[src/rtl/uart_pkg.sv]
// Shared UART definitions: receiver state encoding, legal oversampling ratios,
// parity-type codes and the 3-sample majority vote.
package uart_pkg;

  typedef enum logic [2:0] {
    ST_IDLE   = 3'd0,
    ST_START  = 3'd1,
    ST_DATA   = 3'd2,
    ST_PARITY = 3'd3,
    ST_STOP   = 3'd4
  } rx_state_e;

  localparam int unsigned PRESC_X8  = 32'd8;
  localparam int unsigned PRESC_X16 = 32'd16;
  localparam int unsigned PRESC_X32 = 32'd32;
  localparam int unsigned PRESC_MIN = PRESC_X8;

  localparam logic PAR_EVEN = 1'b0;
  localparam logic PAR_ODD  = 1'b1;

  function automatic logic majority3(input logic [2:0] s);
    return (s[0] & s[1]) | (s[0] & s[2]) | (s[1] & s[2]);
  endfunction

endpackage

[src/rtl/uart_rx_core_if.sv]
// Receiver-side bundle: serial line plus frame configuration in, parallel word
// and status pulses out.
interface uart_rx_core_if #(
  parameter int DATA_LENGTH = 8,
  parameter int PRESC_W     = 6
);
  logic                   RX_IN;
  logic [PRESC_W-1:0]     PRESCALE;
  logic                   PAR_EN;
  logic                   PAR_TYP;
  logic [DATA_LENGTH-1:0] P_DATA;
  logic                   DATA_VALID;
  logic                   PAR_ERR;
  logic                   STP_ERR;

  modport master (
    output RX_IN, PRESCALE, PAR_EN, PAR_TYP,
    input  P_DATA, DATA_VALID, PAR_ERR, STP_ERR
  );

  modport slave (
    input  RX_IN, PRESCALE, PAR_EN, PAR_TYP,
    output P_DATA, DATA_VALID, PAR_ERR, STP_ERR
  );
endinterface

[src/rtl/uart_rx_sampler.sv]
// Bit timing for the UART receiver: oversampling edge counter, bit counter and
// a 3-point majority vote around mid-bit; o_sample_done marks the last edge of a bit.
module uart_rx_sampler
  import uart_pkg::*;
#(
  parameter int PRESC_W   = 6,
  parameter int BIT_CNT_W = 4
) (
  input  logic                 CLK,
  input  logic                 RST,
  input  logic                 i_active,
  input  logic                 i_rx,
  input  logic [PRESC_W-1:0]   i_presc,
  output logic [BIT_CNT_W-1:0] o_bit_cnt,
  output logic                 o_bit,
  output logic                 o_sample_done
);

  logic [PRESC_W-1:0]   r_edge_cnt;
  logic [BIT_CNT_W-1:0] r_bit_cnt;
  logic [2:0]           r_samples;
  logic [PRESC_W-1:0]   w_half;
  logic [PRESC_W-1:0]   w_last;

  assign w_half = i_presc >> 1;
  assign w_last = i_presc - PRESC_W'(1);

  // Edge/bit counting and mid-bit sample capture; counters park at 0 while idle.
  always_ff @(posedge CLK or negedge RST) begin
    if (!RST) begin
      r_edge_cnt <= '0;
      r_bit_cnt  <= '0;
      r_samples  <= 3'b000;
    end else if (!i_active) begin
      r_edge_cnt <= '0;
      r_bit_cnt  <= '0;
      r_samples  <= 3'b000;
    end else begin
      if (r_edge_cnt == w_last) begin
        r_edge_cnt <= '0;
        r_bit_cnt  <= r_bit_cnt + BIT_CNT_W'(1);
      end else begin
        r_edge_cnt <= r_edge_cnt + PRESC_W'(1);
      end
      if (r_edge_cnt == w_half - PRESC_W'(1)) r_samples[0] <= i_rx;
      if (r_edge_cnt == w_half)               r_samples[1] <= i_rx;
      if (r_edge_cnt == w_half + PRESC_W'(1)) r_samples[2] <= i_rx;
    end
  end

  assign o_bit_cnt     = r_bit_cnt;
  assign o_bit         = majority3(r_samples);
  assign o_sample_done = i_active && (r_edge_cnt == w_last);

endmodule

[src/rtl/uart_rx_core.sv]
// UART receiver top: frame FSM, LSB-first deserialiser, parity/stop checking and
// registered word/status outputs. Bit timing comes from uart_rx_sampler.
module uart_rx_core
  import uart_pkg::*;
#(
  parameter int DATA_LENGTH = 8,
  parameter int PRESC_W     = 6
) (
  input  logic           CLK,
  input  logic           RST,
  uart_rx_core_if.slave  bus
);

  localparam int                   BIT_CNT_W     = $clog2(DATA_LENGTH + 4);
  localparam logic [PRESC_W-1:0]   PRESC_FLOOR   = PRESC_W'(PRESC_MIN);
  localparam logic [BIT_CNT_W-1:0] LAST_DATA_BIT = BIT_CNT_W'(DATA_LENGTH);

  rx_state_e              r_state;
  logic [PRESC_W-1:0]     r_presc;
  logic                   r_par_en;
  logic                   r_par_typ;
  logic                   r_par_fail;
  logic [DATA_LENGTH-1:0] r_shift;
  logic [DATA_LENGTH-1:0] r_p_data;
  logic                   r_data_valid;
  logic                   r_par_err;
  logic                   r_stp_err;

  logic [PRESC_W-1:0]     w_presc_eff;
  logic                   w_active;
  logic                   w_bit;
  logic                   w_done;
  logic                   w_exp_par;
  logic [BIT_CNT_W-1:0]   w_bit_cnt;

  // Out-of-contract small ratios are clamped so the counters always have room to wrap.
  assign w_presc_eff = (bus.PRESCALE < PRESC_FLOOR) ? PRESC_FLOOR : bus.PRESCALE;
  assign w_active    = (r_state != ST_IDLE);
  assign w_exp_par   = (r_par_typ == PAR_ODD) ? ~^r_shift : ^r_shift;

  uart_rx_sampler #(
    .PRESC_W   (PRESC_W),
    .BIT_CNT_W (BIT_CNT_W)
  ) u_sampler (
    .CLK           (CLK),
    .RST           (RST),
    .i_active      (w_active),
    .i_rx          (bus.RX_IN),
    .i_presc       (r_presc),
    .o_bit_cnt     (w_bit_cnt),
    .o_bit         (w_bit),
    .o_sample_done (w_done)
  );

  // Frame FSM with shift register, parity tracking and registered status pulses.
  always_ff @(posedge CLK or negedge RST) begin
    if (!RST) begin
      r_state      <= ST_IDLE;
      r_presc      <= PRESC_FLOOR;
      r_par_en     <= 1'b0;
      r_par_typ    <= PAR_EVEN;
      r_par_fail   <= 1'b0;
      r_shift      <= '0;
      r_p_data     <= '0;
      r_data_valid <= 1'b0;
      r_par_err    <= 1'b0;
      r_stp_err    <= 1'b0;
    end else begin
      r_data_valid <= 1'b0;
      r_par_err    <= 1'b0;
      r_stp_err    <= 1'b0;
      case (r_state)
        ST_IDLE: begin
          if (!bus.RX_IN) begin
            r_state    <= ST_START;
            r_presc    <= w_presc_eff;
            r_par_en   <= bus.PAR_EN;
            r_par_typ  <= bus.PAR_TYP;
            r_par_fail <= 1'b0;
          end
        end
        ST_START: begin
          if (w_done) begin
            r_state <= w_bit ? ST_IDLE : ST_DATA;
          end
        end
        ST_DATA: begin
          if (w_done) begin
            r_shift <= {w_bit, r_shift[DATA_LENGTH-1:1]};
            if (w_bit_cnt == LAST_DATA_BIT) begin
              r_state <= r_par_en ? ST_PARITY : ST_STOP;
            end
          end
        end
        ST_PARITY: begin
          if (w_done) begin
            r_par_fail <= (w_bit != w_exp_par);
            r_state    <= ST_STOP;
          end
        end
        ST_STOP: begin
          if (w_done) begin
            r_stp_err <= ~w_bit;
            r_par_err <= r_par_fail;
            if (w_bit && !r_par_fail) begin
              r_p_data     <= r_shift;
              r_data_valid <= 1'b1;
            end
            r_state <= ST_IDLE;
          end
        end
        default: begin
          r_state <= ST_IDLE;
        end
      endcase
    end
  end

  assign bus.P_DATA     = r_p_data;
  assign bus.DATA_VALID = r_data_valid;
  assign bus.PAR_ERR    = r_par_err;
  assign bus.STP_ERR    = r_stp_err;

endmodule

[src/flat_wrapper.sv]
// flat-port wrapper written by rule: the top's interface ports become plain ports
module uart_rx_core_flat import uart_pkg::*;
#(
  parameter int DATA_LENGTH = 8,
  parameter int PRESC_W     = 6
)
  (CLK, RST, bus_RX_IN, bus_PRESCALE, bus_PAR_EN, bus_PAR_TYP, bus_P_DATA, bus_DATA_VALID, bus_PAR_ERR, bus_STP_ERR);
  uart_rx_core_if #(.DATA_LENGTH(DATA_LENGTH), .PRESC_W(PRESC_W)) bus_i ();
  input  logic CLK;
  input  logic RST;
  input wire logic [$bits(bus_i.RX_IN)-1:0] bus_RX_IN;
  input wire logic [$bits(bus_i.PRESCALE)-1:0] bus_PRESCALE;
  input wire logic [$bits(bus_i.PAR_EN)-1:0] bus_PAR_EN;
  input wire logic [$bits(bus_i.PAR_TYP)-1:0] bus_PAR_TYP;
  output wire logic [$bits(bus_i.P_DATA)-1:0] bus_P_DATA;
  output wire logic [$bits(bus_i.DATA_VALID)-1:0] bus_DATA_VALID;
  output wire logic [$bits(bus_i.PAR_ERR)-1:0] bus_PAR_ERR;
  output wire logic [$bits(bus_i.STP_ERR)-1:0] bus_STP_ERR;
  assign bus_i.RX_IN = bus_RX_IN;
  assign bus_i.PRESCALE = bus_PRESCALE;
  assign bus_i.PAR_EN = bus_PAR_EN;
  assign bus_i.PAR_TYP = bus_PAR_TYP;
  assign bus_P_DATA = bus_i.P_DATA;
  assign bus_DATA_VALID = bus_i.DATA_VALID;
  assign bus_PAR_ERR = bus_i.PAR_ERR;
  assign bus_STP_ERR = bus_i.STP_ERR;
  uart_rx_core #(.DATA_LENGTH(DATA_LENGTH), .PRESC_W(PRESC_W)) u_core (.CLK(CLK), .RST(RST), .bus(bus_i));
endmodule
[config.mk]
export PLATFORM = sky130hd
export DESIGN_NAME = uart_rx_core_flat
export DESIGN_NICKNAME = d
export VERILOG_FILES = /design/src/rtl/uart_pkg.sv /design/src/rtl/uart_rx_core_if.sv /design/src/rtl/uart_rx_sampler.sv /design/src/rtl/uart_rx_core.sv /design/src/flat_wrapper.sv
export SDC_FILE = /design/constraint.sdc
export NUM_CORES = 1
export LEC_CHECK = 0
export CAP_MARGIN = 15
export CORE_AREA = 2 2 89 91
export CTS_CLUSTER_SIZE = 25
export DETAILED_ROUTE_END_ITERATION = 10
export DIE_AREA = 0 0 91 93
export GPL_TIMING_DRIVEN = 0
export SKIP_CTS_REPAIR_TIMING = 1
export SLEW_MARGIN = 10
export SYNTH_ARGS = -nofsm -noshare
export SYNTH_HDL_FRONTEND = slang
export SYNTH_SLANG_ARGS = --single-unit
[constraint.sdc]
create_clock -name CLK -period 5.5 [get_ports CLK]
set_input_delay 1.65 -clock CLK [delete_from_list [all_inputs] [get_ports CLK]]
set_output_delay 1.65 -clock CLK [all_outputs]
set_load 0.01 [all_outputs]
==> results.toml, run 1 <==
[yosys]
synthFlopType = "dfrtp_1"
ys_ff_latch = 44
syn-num-nets = 266
synth_top_area_share_pct = 42.3
synth.avg_cell_area_um2 = 10.3
syn_inst = 248
yosys_warnings = 0
ys_types = 50
synth_edf_count = 0
ys_seq_area_share_pct = 43.3
yosys.area.top_type = "dfrtp_1"
synth_area_leaders = "dfrtp_1 42%, mux2_2 7.1%, xnor2_1 4.8%, xor2_1 4.8%, nand2_1 4.0%"
synth_area_um2 = 2550
synthArstFlopShare_pct = 100

[die]
num_rows = 32
die_w_um = 91
start_util_pct = 33.8
io_pins = 22
die_area_um2 = 8460
core-area_um2 = 7530
dieHeight_um = 93

[grt]
grt_pass1_vias = 1877
track_usage_pct = 13.3
grt_max_degree = 30
antenna_found_initial = 0
grt-ovfl-total = 0
grt_pass1_wl_um = 9000

[clock_tree]
htreeDepth = 2
cts_buffers = 5
clock_tree.root_cell = "clkbuf_8"
cts_max_path_buffers = 2
cts_tree = "built"
path_clk_slew_ps = 80
clk_latency_ps = 300
cts_num_sinks = 44

[routing]
dr.pass1.iters = 4
dr.first_iter.drc_count = 88
ant_nets = 0
drc = 0
drt_wl_total_um = 5270
via_per_inst = 5.03
routedWlPerCell_um = 13.9
via_count = 1911

[sta]
fmax_mhz = 349
fin_crit_sh_pct = 52.1
setup-violations-final = 0
hold_ws_ps = 509
slew_violations = 0
hold_viol_final = 0
tightest_slew_ps = 962
relSlewSlack_pct = 35.3
rsz0062_at_grt = "no"
tns_ps = 0
finalClockSkew_ps = 4.82
fin_crit_ps = 2870

[min_path]
worstHoldPathType = "reg -> reg"
whs_path_depth = 1

[setup_path]
r2r-end = "u_core.bus.P_DATA[5]"
timing.reg2reg.setup_slack_ps = 2720
cpPeakStageDelay_ps = 540
crit_end = "bus_P_DATA[0]"
cp_slowest_cell = "clkdlybuf4s50_1"
worstSetupPathType = "reg -> out"
critPathTopFamily = "buffers and inverters"
crit_path_end_kind = "output pin"
cp_data_required_time_ps = 3850
rr_startpoint = "u_core.r_presc[2]"
cp.depth = 1
cp-start-kind = "flip-flop"
reg2reg_depth = 8
cp-startpoint = "u_core.bus.P_DATA[0]"
worstPathArrival_ps = 1220
cp.buffers_inverters = 1
crit_fanout = 2
crit_path_cell_trace = "clkdlybuf4s50_1"

[pwr]
vdd_drop_max_v = 0.000205
p_leak_nw = 1.36
p_per_area_nw_per_um2 = 501

[place]
dp_hpwl_um = 3810
gp_congestion = 0.770
portBuffers = 21
dp_cells = 372

[finish]
area_delta_synth_final_pct = 20.1
layout.nets = 295
antenna_cells = 0
nFillCells = 773
fin_cells = 380
drive_above_1_share_pct = 16.5

[status]
status = "completed"

[job]
maxCapViolCount = 0
[layout by cell type (no fill, tap or decap), types with 8 or more instances in the layout]
master,count
dfrtp_1,43
clkdlybuf4s50_1,20
a21oi_1,8
mux2_2,16
xnor2_1,14
inv_1,9
nand2_1,27
nor3_1,10
nand3_1,10
xor2_1,14
nor2_1,15
[layer usage]
layer	share of wire (%)	GRT usage [%]	up-vias
met4	1.7	4.92	0
li1	-	-	931
met3	2.7	2.50	8
met1	48	17.0	943
met5	0	0	-
met2	48	22.5	29
[worst min-delay path by stage]
stage | startpoint | to | slack, ps
2_1_floorplan | u_core.r_par_typ | u_core.r_par_typ | 470
3_3_place_gp | u_core.bus.P_DATA[2] | u_core.bus.P_DATA[2] | 490
3_5_place_dp | u_core.r_par_typ | u_core.r_par_typ | 490
4_1_cts | u_core.bus.P_DATA[1] | u_core.bus.P_DATA[1] | 520
5_1_grt | u_core.bus.P_DATA[5] | u_core.bus.P_DATA[5] | 540
6_report | u_core.bus.P_DATA[1] | u_core.bus.P_DATA[1] | 510
[state kept, by name, summed over array words and instances, names as in the netlist, 3 cells and up]
register,cells
u_core.bus.P_DATA,8
u_core.r_shift,8
u_core.r_presc,6
u_core.u_sampler.r_edge_cnt,6
u_core.u_sampler.o_bit_cnt,4
u_core.r_state,3
u_core.u_sampler.r_samples,3
[per-stage QoR]
| stage | area (µm²) | util (%) | setup WS [ps] | total power [W] |
|---|---|---|---|---|
| after floorplan | 2550 | - | 3070 | 0.00104 |
| after global placement | 2880 | 38.3 | 1490 | 0.00118 |
| after detailed placement | 2900 | 38.5 | 2360 | 0.00120 |
| after CTS | 3060 | 40.6 | 2630 | 0.00154 |
| after global routing | 3060 | 40.6 | 2560 | 0.00165 |
| final | 3060 | 40.6 | 2630 | 0.00153 |
[power breakdown]
part	switching (W)	total [W]	internal, W	leakage, nW
combinational	0.000424	0.000717	0.000293	0.694
clock	0.000114	0.000342	0.000227	0.0784
sequential	0.0000801	0.000475	0.000394	0.588
total	0.000618	0.00153	0.000915	1.36
[synth_stat cells, drive strengths merged (2+ instances only)]
cell type  count
dfrtp         43
nand2         27
mux2          16
nor2          15
xnor2         14
xor2          14
nand3         10
nor3          10
inv            9
a21oi          8
buf            8
ha             7
o21ai          7
nand2b         5
nand4          5
clkbuf         4
mux2i          4
a31o           3
nor4           3
o31ai          3
or3            3
a21boi         2
a31oi          2
and4           2
nand3b         2
nor2b          2
nor3b          2
[cell type report]
type / count / area [µm²] / area share [%]
Clock inverter: 3 / 90.1 / 2.95
Buffer: 12 / 78.8 / 2.58
Tap cell: 102 / 128 / 4.17
Timing Repair Buffer: 22 / 225 / 7.36
Sequential cell: 44 / 1100 / 36.0
Inverter: 9 / 33.8 / 1.10
Multi-Input combinational cell: 183 / 1330 / 43.5
Clock buffer: 5 / 68.8 / 2.25
[cell families after synthesis]
logic type               share of synthesized area [%]
AND/OR/NAND/NOR                                   19.4
flip-flops                                        43.3
AO/OA/AOI/OAI                                     10.8
XOR/XNOR                                          9.63
buffers and inverters                             4.42
multiplexers                                      8.65
adder cells (fa/ha/maj)                           3.83
(Power assumes the default switching activity.)
==> run 2: changes to the inputs <==
==> constraint.sdc (replaced) <==
create_clock -name CLK -period 3 [get_ports CLK]
set_input_delay 0.9 -clock CLK [delete_from_list [all_inputs] [get_ports CLK]]
set_output_delay 0.9 -clock CLK [all_outputs]
set_load 0.01 [all_outputs]
==> results of run 2 <==
The final DEF is identical to that of run 1. Status: completed.
Among the figures that moved: setup slack after placement 2360 ps -> 215 ps; clock-pin slew on the worst setup and hold paths 80 ps -> 90 ps; setup slack after layout 2630 ps -> 221 ps; start point of the critical path u_core.bus.P_DATA[0] -> u_core.r_presc[2]; end point of the critical path bus_P_DATA[0] -> u_core.bus.P_DATA[5]; register-to-register setup slack 2720 ps -> 220 ps; total power 0.00153 W -> 0.00281 W; worst IR drop on VDD 0.000205 V -> 0.000376 V
